[config.mk]
export PLATFORM = sky130hd
export DESIGN_NAME = instr_fetch_ctrl_flat
export DESIGN_NICKNAME = d
export VERILOG_FILES = /design/src/rtl/instr_fetch_ctrl_if.sv /design/src/rtl/instr_fetch_ctrl.sv /design/src/flat_wrapper.sv
export SDC_FILE = /design/constraint.sdc
export NUM_CORES = 1
export LEC_CHECK = 0
export CAP_MARGIN = 10
export CORE_MARGIN = 5
export CORE_UTILIZATION = 50
export DETAILED_ROUTE_END_ITERATION = 10
export PLACE_DENSITY = 0.67
export SKIP_LAST_GASP = 1
export SLEW_MARGIN = 20
export SYNTH_ARGS = -nofsm -noshare
export SYNTH_HDL_FRONTEND = slang
export SYNTH_SLANG_ARGS = --single-unit
[constraint.sdc]
create_clock -name clk -period 11.8 [get_ports clk]
set_clock_uncertainty 0.1 [all_clocks]
set_input_delay 1.18 -clock clk [delete_from_list [all_inputs] [get_ports clk]]
set_output_delay 1.18 -clock clk [all_outputs]
set_load 0.1 [all_outputs]
[src/rtl/instr_fetch_ctrl_if.sv]
// Fetch-stage bundle: program-load and run requests in, current instruction, decoded controls and run status out.
// Master side drives load/run, slave side is the fetch controller; no backpressure on any signal.
interface instr_fetch_ctrl_if #(
   parameter int PC_W = 6
);
   logic            load_valid;
   logic [PC_W-1:0] load_addr;
   logic [7:0]      load_data;
   logic            run;
   logic [7:0]      instr_code;
   logic            regwrite;
   logic            RsCont;
   logic [1:0]      alu_op;
   logic [PC_W-1:0] pc;
   logic            busy;
   logic            halted;

   modport master (
      output load_valid, load_addr, load_data, run,
      input  instr_code, regwrite, RsCont, alu_op, pc, busy, halted
   );

   modport slave (
      input  load_valid, load_addr, load_data, run,
      output instr_code, regwrite, RsCont, alu_op, pc, busy, halted
   );
endinterface

[src/rtl/instr_fetch_ctrl.sv]
// Instruction memory, program counter and run-control FSM; one instruction per cycle, combinational fetch.
// No backpressure: memory writes are accepted in IDLE/HALTED only, and the pc advances every RUN cycle.
module instr_fetch_ctrl #(
   parameter int PC_W = 6
) (
   input  logic             clk,
   input  logic             reset,
   instr_fetch_ctrl_if.slave bus
);
   typedef enum logic [1:0] {IDLE, RUN, HALTED} state_t;

   state_t          state;
   logic [PC_W-1:0] pc_q;
   logic            busy_q;
   logic            halted_q;

   // Deliberately unreset so a loaded program survives a reset
   logic [7:0]      imem [2**PC_W];

   logic            mem_we;
   logic [7:0]      fetch;
   logic [1:0]      opcode;
   logic            is_halt;
   logic            is_jmp;
   logic [PC_W-1:0] jmp_ofs;
   logic [PC_W-1:0] pc_jmp;
   logic [PC_W-1:0] pc_inc;

   assign mem_we = bus.load_valid && (state != RUN);

   always_ff @(posedge clk) begin
      if (mem_we) begin
         imem[bus.load_addr] <= bus.load_data;
      end
   end

   // Outside RUN the fetch is forced to FF, which decodes to all controls inactive
   always_comb begin
      fetch   = (state == RUN) ? imem[pc_q] : 8'hFF;
      opcode  = fetch[7:6];
      is_halt = (fetch == 8'hFF);
      is_jmp  = (opcode == 2'b10);
      jmp_ofs = PC_W'($signed(fetch[5:0]));
      pc_jmp  = pc_q + jmp_ofs;
      pc_inc  = pc_q + PC_W'(1);
   end

   always_ff @(posedge clk or negedge reset) begin
      if (!reset) begin
         state    <= IDLE;
         pc_q     <= '0;
         busy_q   <= 1'b0;
         halted_q <= 1'b0;
      end else begin
         case (state)
            IDLE, HALTED: begin
               if (bus.run) begin
                  state    <= RUN;
                  pc_q     <= '0;
                  busy_q   <= 1'b1;
                  halted_q <= 1'b0;
               end
            end
            RUN: begin
               if (is_halt) begin
                  state    <= HALTED;
                  busy_q   <= 1'b0;
                  halted_q <= 1'b1;
               end else if (is_jmp) begin
                  pc_q <= pc_jmp;
               end else begin
                  pc_q <= pc_inc;
               end
            end
            default: begin
               state    <= IDLE;
               pc_q     <= '0;
               busy_q   <= 1'b0;
               halted_q <= 1'b0;
            end
         endcase
      end
   end

   assign bus.instr_code = fetch;
   assign bus.regwrite   = ~opcode[1];
   assign bus.RsCont     = (opcode == 2'b01);
   assign bus.alu_op     = {1'b0, (opcode == 2'b01)};
   assign bus.pc         = pc_q;
   assign bus.busy       = busy_q;
   assign bus.halted     = halted_q;
endmodule

[src/flat_wrapper.sv]
// flat-port wrapper written by rule: the top's interface ports become plain ports
module instr_fetch_ctrl_flat 
#(
   parameter int PC_W = 6
)
  (clk, reset, bus_load_valid, bus_load_addr, bus_load_data, bus_run, bus_instr_code, bus_regwrite, bus_RsCont, bus_alu_op, bus_pc, bus_busy, bus_halted);
  instr_fetch_ctrl_if #(.PC_W(PC_W)) bus_i ();
  input  logic clk;
  input  logic reset;
  input wire logic [$bits(bus_i.load_valid)-1:0] bus_load_valid;
  input wire logic [$bits(bus_i.load_addr)-1:0] bus_load_addr;
  input wire logic [$bits(bus_i.load_data)-1:0] bus_load_data;
  input wire logic [$bits(bus_i.run)-1:0] bus_run;
  output wire logic [$bits(bus_i.instr_code)-1:0] bus_instr_code;
  output wire logic [$bits(bus_i.regwrite)-1:0] bus_regwrite;
  output wire logic [$bits(bus_i.RsCont)-1:0] bus_RsCont;
  output wire logic [$bits(bus_i.alu_op)-1:0] bus_alu_op;
  output wire logic [$bits(bus_i.pc)-1:0] bus_pc;
  output wire logic [$bits(bus_i.busy)-1:0] bus_busy;
  output wire logic [$bits(bus_i.halted)-1:0] bus_halted;
  assign bus_i.load_valid = bus_load_valid;
  assign bus_i.load_addr = bus_load_addr;
  assign bus_i.load_data = bus_load_data;
  assign bus_i.run = bus_run;
  assign bus_instr_code = bus_i.instr_code;
  assign bus_regwrite = bus_i.regwrite;
  assign bus_RsCont = bus_i.RsCont;
  assign bus_alu_op = bus_i.alu_op;
  assign bus_pc = bus_i.pc;
  assign bus_busy = bus_i.busy;
  assign bus_halted = bus_i.halted;
  instr_fetch_ctrl #(.PC_W(PC_W)) u_core (.clk(clk), .reset(reset), .bus(bus_i));
endmodule
-- Word level (Yosys, flattened, before mapping)
Memory sizes are Yosys's and may differ from the RTL's.
Cells that the tools add are included.
- register bits: 10
- logic and storage cells: 38
- bits of input ports: 18
- memories: 1
- RAM bits: 512
- memories (name ; words ; bits a word ; rd ports ; clocked after memory_dff ; write ports ; line ; source):
    u_core.imem ; 64 ; 8 ; 1 ; 0 ; 1 ; instr_fetch_ctrl.sv:18 ; logic [7:0] imem [2**PC_W];
- add/sub/neg operators: 2
- reduce and logical (&&, ||, !) cells: 5
- muxes and demuxes: 16
- bitwise gates (word level): 1
- equal/unequal tests: 9
- operators by type and width (cell ; count):
    6-bit two-way mux ; 3
    6-bit one-hot mux with 2 select lines ; 1
    8-bit equality test (second input constant) ; 1
    8-bit two-way mux ; 1
    6-bit by 1-bit adder with 6-bit output (second input constant) ; 1
    6-bit adder ; 1
    1-bit two-way mux ; 6
    2-bit by 1-bit equality test with 1-bit output (second input constant) ; 2
    2-bit equality test (second input constant) ; 2
    2-bit two-way mux ; 2
    2-bit by 1-bit != test with 1-bit output (second input constant) ; 2
    2-bit != test (second input constant) ; 2
    1-bit one-hot mux with 2 select lines ; 2
    2-bit one-hot mux with 2 select lines ; 1
    2-bit AND reduction ; 2
    2-bit zero test ; 1
    2-bit OR reduction ; 1
    1-bit logical AND ; 1
    1-bit NOT ; 1

-- Longest topological paths before layout
Gate-level depths: netlist of run 1.
- depth in word-level cells: 6
- mapped depth: 19
- gate-level depth less buffers: 15

-- Worst setup path after synthesis of run 1
Ideal clock, no wire load.
- path kind: register to output
- start: register u_core.pc_q[0] (netlist: u_core.bus.pc[0])
- end: output bus_alu_op[0]
- data required time: 10.520 ns
- stages on the path, launching flop included: 11
- data arrival time: 5.201 ns
- path buffers: 4
- slack: 5.319 ns
- cell sequence: dfrtp_1 buf_6 buf_8 buf_6 mux4_2 a22oi_1 nand2_1 a21oi_1 nand2_1 nor2b_1 buf_4
- word-level cells in the longest chain between the ends: 3
- ends and longest elaborated chain (item ; line ; source):
    from (decl) ; instr_fetch_ctrl.sv:13 ; logic [PC_W-1:0] pc_q;
    from (signal assigned) ; instr_fetch_ctrl.sv:70 ; pc_q <= pc_jmp;
    from (signal assigned) ; instr_fetch_ctrl.sv:72 ; pc_q <= pc_inc;
    memory read 64 x 8 bit ; - ;
    8-bit two-way mux ; instr_fetch_ctrl.sv:39 ; fetch = (state == RUN) ? imem[pc_q] : 8'hFF;
    net bus_instr_code[7] ; flat_wrapper.sv:14 ; output wire logic [$bits(bus_i.instr_code)-1:0] bus_instr_code;
    2-bit by 1-bit equality test with 1-bit output ; - ;
    to (decl) ; flat_wrapper.sv:17 ; output wire logic [$bits(bus_i.alu_op)-1:0] bus_alu_op;
The timed path passes the listed nets, and every way through them passes these cells.

-- Worst setup path in the final report of run 1
- start: register u_core.pc_q[0] (netlist: u_core.bus.pc[0])
- end: output bus_instr_code[0]
- word-level cells in the longest chain between the ends: 2
- ends and longest elaborated chain (item ; line):
    memory read 64 x 8 bit ; -
    8-bit two-way mux ; instr_fetch_ctrl.sv:39
    to (decl) ; flat_wrapper.sv:14
No other way between the ends.

==> results.txt, run 1 <==
count of TritonRoute iterations in the first routing pass = 5
library cell occupying the most area in the post-synthesis netlist = sky130_fd_sc_hd__edfxtp_1
hold-fix buffer count after cts = 0
filler cell count = 3055
number of gates resized after cts = 0
final critical delay including setup and external delays = 6.48 ns
most common library cells after synthesis = sky130_fd_sc_hd__edfxtp_1 (512), sky130_fd_sc_hd__mux4_2 (106), sky130_fd_sc_hd__nor2_1 (86)
post-route worst hold slack = 0.460 ns
final worst-path cycle share = 54.9%
Setup Total Neg Slack = 0 ns
buffer type at the clock tree root = sky130_fd_sc_hd__clkbuf_16
H-tree level count = 2
Post-Place Cell Area = 0.0216 mm^2
post-route cell area = 0.0232 mm^2
post-synthesis cell count = 1023
maximum clock rate = 154 MHz
proportion of synthesized chip area in sequential cells = 74.3%
placed wire-length estimate = 28.4 mm
slowest cell on the critical path = sky130_fd_sc_hd__clkdlybuf4s50_1
antenna fix cells = 0
drc violations = 0
clock tree from TritonCTS = done
max-slew headroom at the worst pin = 25.6%
leading cell types by total area after synthesis = sky130_fd_sc_hd__edfxtp_1 (73%), sky130_fd_sc_hd__mux4_2 (11%), sky130_fd_sc_hd__mux4_1 (2.5%)
Core Rows = 75
fin nets = 1092
top-level I/O count = 38
EDFF count, synth = 512
arrival time at the worst endpoint = 5.20 ns
Final Instance Count excl. Fillers = 1645
type of element launching the critical path = register
starting density of the core = 50.3%
via count = 10300
async set-reset flop share out of synthesis = 1.73%
outcome = finished clean
maximum buffer depth of the clock tree = 3
Synth Area per Inst = 20.5 um^2
count of input and output buffers = 36
Slew Limit Fails = 0
P_leak = 7.28 nW
Area growth syn-to-layout = 10.5%
transition time at the pin with the least slew margin = 1.11 ns
count of yosys warnings during synthesis = 0
worst hold path type = register to register
Fin. Hold Viols = 0
number of antenna violations at the first check in global routing = 0
clock-pin slew reported for the worst setup and hold paths after clock tree synthesis = 0.06 ns
# setup viols final = 0
Critical Path Sink Type = primary output
post-synthesis cell area = 0.0210 mm^2
global-route usage over all layers = 20.6%
Die ar. = 0.0462 mm^2
Total Power = 0.00589 W
starting DRC count in detailed routing = 1288
share of layout cells above drive strength 1 = 20.2%
power density over cell area = 254 mW/mm^2
Clock Latency Late Sink = 0.61 ns
width of the die = 215 um
most frequent cell after synthesis = sky130_fd_sc_hd__edfxtp_1
unrepaired setup endpoints after global routing = false
number of sinks on the clock net = 521
die height = 215 um
pin count of the biggest net entering global routing = 105
class of the most critical setup path = register to primary output
Antenna Nets Post-Route = 0
placed instance count = 1554
total setup buffers inserted after CTS = 0
max-capacitance violation count = 0
commonest register cell after synthesis = sky130_fd_sc_hd__edfxtp_1
total CTS buffers = 51
worst IR drop on VDD = 0.463 mV
post-synthesis net count = 1047
total grt overflow = 0
final weighted congestion in routability-driven placement = 0.814
Largest stage delay, worst path = 1.20 ns
unique cell type count in the Yosys netlist = 71
core area = 0.0418 mm^2
crit path cell chain = buf_12, inv_2, and3_1, a2111oi_0, o311ai_1, nand3_1, clkdlybuf4s50_1
total of flip-flops plus latches after synthesis = 521
DRT Wirelength = 47.8 mm
average wire length per cell after detail routing = 29.1 um
Required @ worst endpoint = 10.52 ns
global-route wire length before repair = 70.8 mm
number of global-route vias before repair = 10500
area share of the leading cell type in the synthesized netlist = 73.2%
post-detailed-route via-to-cell ratio = 6.28
peak fanout along the critical path = 84
-- placed cells by master (no fill, tap or decap), types with 5 or more instances in the layout --
cell and instances:
sky130_fd_sc_hd__edfxtp_1 512, sky130_fd_sc_hd__mux4_2 106, sky130_fd_sc_hd__nor2_1 86, sky130_fd_sc_hd__clkbuf_16 51, sky130_fd_sc_hd__nand2_1 43, sky130_fd_sc_hd__clkdlybuf4s50_1 28
sky130_fd_sc_hd__mux4_1 20, sky130_fd_sc_hd__a22oi_1 17, sky130_fd_sc_hd__mux2i_1 15, sky130_fd_sc_hd__nor2b_1 14, sky130_fd_sc_hd__clkinv_1 13, sky130_fd_sc_hd__a21oi_1 13
sky130_fd_sc_hd__clkbuf_1 12, sky130_fd_sc_hd__nand3_1 10, sky130_fd_sc_hd__buf_4 10, sky130_fd_sc_hd__inv_1 9, sky130_fd_sc_hd__nand2b_1 7, sky130_fd_sc_hd__o22ai_1 7
sky130_fd_sc_hd__nor3_1 6, sky130_fd_sc_hd__mux2_2 6, sky130_fd_sc_hd__o2bb2ai_1 6, sky130_fd_sc_hd__buf_2 6, sky130_fd_sc_hd__ha_1 5, sky130_fd_sc_hd__clkinv_2 5
sky130_fd_sc_hd__bufinv_16 5, sky130_fd_sc_hd__dfrtp_1 5
-- worst paths after layout --
kind	slack [ns]	end	cells after the start	startpoint
worst max register to register	6.63	u_core.bus.pc[5]$_DFFE_PN0P_	16	u_core.bus.pc[1]$_DFFE_PN0P_
worst min register to register	0.46	u_core.bus.busy$_DFFE_PN0P_	1	u_core.state[0]$_DFFE_PN0P_
worst min-delay path	0.46	u_core.bus.busy$_DFFE_PN0P_	1	u_core.state[0]$_DFFE_PN0P_
min in group asynchronous	0.80	u_core.bus.busy$_DFFE_PN0P_	1	reset
max in group asynchronous	10.43	u_core.bus.pc[2]$_DFFE_PN0P_	1	reset
worst max-delay path	5.32	bus_instr_code[0]	7	u_core.bus.pc[0]$_DFFE_PN0P_
-- report_power, final --
part	internal (W)	leakage (nW)	switching, W	total (W)
registers	0.00205	4.70	0.000112	0.00216
clock network	0.000906	0.780	0.000682	0.00159
logic	0.000766	1.80	0.00137	0.00213
total	0.00372	7.28	0.00216	0.00589
-- critical path, delay by kind of cell (launching register included) --
family          cells  cell delay [ns]
flops               1             0.86
buf+inv             3             2.15
compound gates      2             0.94
simple gates        2             0.55
-- registers in the layout, indices dropped and copies added, names as in the netlist --
signal / flops
u_core.imem: 512
u_core.bus.pc: 6
u_core.state: 2
u_core.bus.busy: 1
-- area by class of cell --
cell class	instances	area [um^2]	share of cell area [%]
Clock buffer	63	1320	5.69
Clock inverter	28	297	1.28
Inverter	11	41.3	0.178
Multi-Input combinational cell	437	4840	20.9
Sequential cell	521	15600	67.2
Tap cell	539	674	2.91
Timing Repair Buffer	46	425	1.83
-- routing by layer --
metal / vias to the layer above / GRT usage, % / routed length (um)
li1: 4308 / - / -
met1: 5477 / 30.1 / 20100
met2: 464 / 32.1 / 22800
met3: 83 / 4.38 / 3660
met4: 0 / 5.89 / 1220
met5: - / 0 / 0
-- through the flow --
stage / utilization [%] / setup WS (ns)
after floorplan: - / 5.32
after global placement: 51.7 / 5.92
after detailed placement: 51.7 / 5.95
after CTS: 55.6 / 5.30
after global routing: 55.6 / 5.04
final: 55.6 / 5.32
-- logic make-up (layout without fill, tap and decap cells) --
kind of cell | after synthesis | count (layout) | synth area share (%)
buffers and inverters | 65 | 148 | 2.67
and+or+nand+nor | 192 | 192 | 4.28
other | 1 | 1 | 0.0179
AOI/OAI and AO/OA | 86 | 86 | 3.26
xor gates and xnor gates | 5 | 5 | 0.208
muxes | 147 | 147 | 14.9
adders and majority gates | 6 | 6 | 0.393
DFF | 521 | 521 | 74.3
Note: power is estimated with default switching activity, not from simulation.
==> run 2, diff against run 1 <==
--- a/config.mk
+++ b/config.mk
@@ -9,7 +9,7 @@
 export CORE_MARGIN = 5
 export CORE_UTILIZATION = 50
 export DETAILED_ROUTE_END_ITERATION = 10
-export PLACE_DENSITY = 0.67
+export PLACE_DENSITY = 0.7
 export SKIP_LAST_GASP = 1
 export SLEW_MARGIN = 20
 export SYNTH_ARGS = -nofsm -noshare
==> constraint.sdc (replaced) <==
create_clock -name clk -period 5.57 [get_ports clk]
set_clock_uncertainty 0.1 [all_clocks]
set_input_delay 0.557 -clock clk [delete_from_list [all_inputs] [get_ports clk]]
set_output_delay 0.557 -clock clk [all_outputs]
set_load 0.1 [all_outputs]
==> run 2 against run 1 <==
  * Cell count up 0.73%
  * Setup slack worse by 4.9 ns
  * Non-clock buffer count up 11
  * Critical path depth unchanged
  * Sequential power up 120%
  * Sequential share of layout area down 0.60 points
  * Utilization up 0.50 points
  * Clock power up 130%
  * Critical path type unchanged
==> results.txt, run 2 (synthesized netlist as in run 1, its figures left out) <==
peak fanout along the critical path = 44
total grt overflow = 0
starting density of the core = 50.3%
minimum setup slack among reg-to-reg paths = 0.87 ns
fin nets = 1102
outcome = finished clean
max-capacitance violation count = 0
maximum clock rate = 196 MHz
class of the most critical setup path = register to primary output
Setup Total Neg Slack = 0 ns
Critical Path Sink Type = primary output
max-slew headroom at the worst pin = 18.8%
placed wire-length estimate = 30.1 mm
number of sinks on the clock net = 521
Post-Place Cell Area = 0.0217 mm^2
width of the die = 215 um
drc violations = 0
arrival time at the worst endpoint = 4.46 ns
antenna fix cells = 0
share of total power in the clock network = 28.2%
post-route worst hold slack = 0.189 ns
clock-pin slew reported for the worst setup and hold paths after clock tree synthesis = 0.06 ns
Internal = 0.00815 W
via count = 10500
placed instance count = 1565
core area = 0.0418 mm^2
Antenna Nets Post-Route = 0
count of TritonRoute iterations in the first routing pass = 5
worst r2r src = u_core.bus.pc[0]$_DFFE_PN0P_
Total Power = 0.0128 W
Core Rows = 75
DRT Wirelength = 49.1 mm
starting DRC count in detailed routing = 1298
buffer type at the clock tree root = sky130_fd_sc_hd__clkbuf_16
worst hold path type = primary input to async pin
transition time at the pin with the least slew margin = 1.19 ns
post-route cell area = 0.0234 mm^2
maximum buffer depth of the clock tree = 3
Slew Limit Fails = 0
filler cell count = 3062
Clock Latency Late Sink = 0.59 ns
final critical delay including setup and external delays = 5.12 ns
pin count of the biggest net entering global routing = 65
H-tree level count = 2
number of global-route vias before repair = 10800
total CTS buffers = 50
Fin. Hold Viols = 0
average wire length per cell after detail routing = 29.6 um
power density over cell area = 545 mW/mm^2
proportion of total power due to net switching = 36.2%
part of the power in registers = 36.4%
worst IR drop on VDD = 0.752 mV
share of layout cells above drive strength 1 = 22.9%
type of element launching the critical path = register
Largest Register = u_core.imem
Final Instance Count excl. Fillers = 1657
total setup buffers inserted after CTS = 0
die height = 215 um
net switching component of the power = 0.00461 W
top-level I/O count = 38
Area growth syn-to-layout = 11.5%
area occupied by multi-input gates = 0.00485 mm^2
final weighted congestion in routability-driven placement = 0.892
destination of the worst register-to-register timing path = u_core.bus.pc[5]$_DFFE_PN0P_
hold-fix buffer count after cts = 0
number of gates resized after cts = 0
flip-flop count of the largest register after layout = 512
global-route wire length before repair = 72.8 mm
global-route usage over all layers = 21.3%
register cell area after layout = 0.0156 mm^2
Gate power share = 35.4%
commonest cells after routing, fill and taps aside = sky130_fd_sc_hd__edfxtp_1 (512), sky130_fd_sc_hd__mux4_2 (106), sky130_fd_sc_hd__nor2_1 (86)
Required @ worst endpoint = 4.91 ns
unrepaired setup endpoints after global routing = false
# setup viols final = 0
most common library cell in the layout ignoring fill and taps = sky130_fd_sc_hd__edfxtp_1
P_leak = 7.43 nW
count of input and output buffers = 36
Die ar. = 0.0462 mm^2
Register-to-Register Path Depth = 16
final worst-path cycle share = 91.8%
clock tree from TritonCTS = done
number of antenna violations at the first check in global routing = 0
post-detailed-route via-to-cell ratio = 6.34
==> run 2: cell types whose count changed in the layout (fill, tap and decap cells not counted), sizes merged <==
| cell | delta |
|---|---|
| buf | +20 |
| clkdlybuf4s50 | -9 |
| clkbuf | -7 |
| clkinv | +6 |
| bufinv | +5 |
| inv | -2 |
| clkinvlp | -1 |
==> run 2: layout make-up <==
| cell class | instances | share of cell area, % |
|---|---|---|
| Clock buffer | 56 | 5.61 |
| Clock inverter | 36 | 1.89 |
| Inverter | 11 | 0.176 |
| Multi-Input combinational cell | 437 | 20.7 |
| Sequential cell | 521 | 66.6 |
| Tap cell | 539 | 2.88 |
| Timing Repair Buffer | 57 | 2.09 |
==> run 2: worst max-delay path, stage by stage, from the launching register on <==
cell,delay (ns)
sky130_fd_sc_hd__dfrtp_4,0.96
sky130_fd_sc_hd__buf_4,0.51
sky130_fd_sc_hd__mux4_2,0.56
sky130_fd_sc_hd__and2_1,0.19
sky130_fd_sc_hd__a2bb2oi_1,0.15
sky130_fd_sc_hd__o211ai_1,0.23
sky130_fd_sc_hd__nand2_1,0.21
sky130_fd_sc_hd__clkdlybuf4s50_1,1.03
==> run 2: worst max-delay path by stage <==
stage                                       startpoint                            to  slack, ns
after floorplan           u_core.bus.pc[0]$_DFFE_PN0P_  u_core.bus.pc[5]$_DFFE_PN0P_       0.25
after global placement    u_core.bus.pc[0]$_DFFE_PN0P_  u_core.bus.pc[5]$_DFFE_PN0P_       0.97
after detailed placement  u_core.bus.pc[1]$_DFFE_PN0P_  u_core.bus.pc[5]$_DFFE_PN0P_       0.92
after CTS                 u_core.bus.pc[1]$_DFFE_PN0P_             bus_instr_code[7]       0.39
after global routing      u_core.bus.pc[1]$_DFFE_PN0P_             bus_instr_code[7]       0.26
final                     u_core.bus.pc[1]$_DFFE_PN0P_             bus_instr_code[7]       0.45
==> run 2: routing by layer <==
metal  up-vias  global-route usage [%]  wire length, um
met5         -                       0                0
met4         0                    7.66             1690
met3       115                    5.39             4640
met2       554                    32.4            22800
met1      5494                    30.5            20000
li1       4343                       -                -
==> run 2: stage by stage <==
step                utilization, %  setup WS, ns
floorplan                        -         0.249
global placement              51.9         0.966
detailed placement            51.9         0.918
CTS                           56.1         0.395
global route                  56.1         0.260
finish                        56.1         0.455
==> run 2: power by group through the flow <==
stage	clock network, W	registers [W]	logic (W)
4_1_cts	0.00363	0.00465	0.00450
5_1_grt	0.00380	0.00466	0.00475
3_5_place_dp	0	0.00473	0.00448
3_3_place_gp	0	0.00473	0.00446
6_report	0.00359	0.00465	0.00452
2_1_floorplan	0	0.00462	0.00355
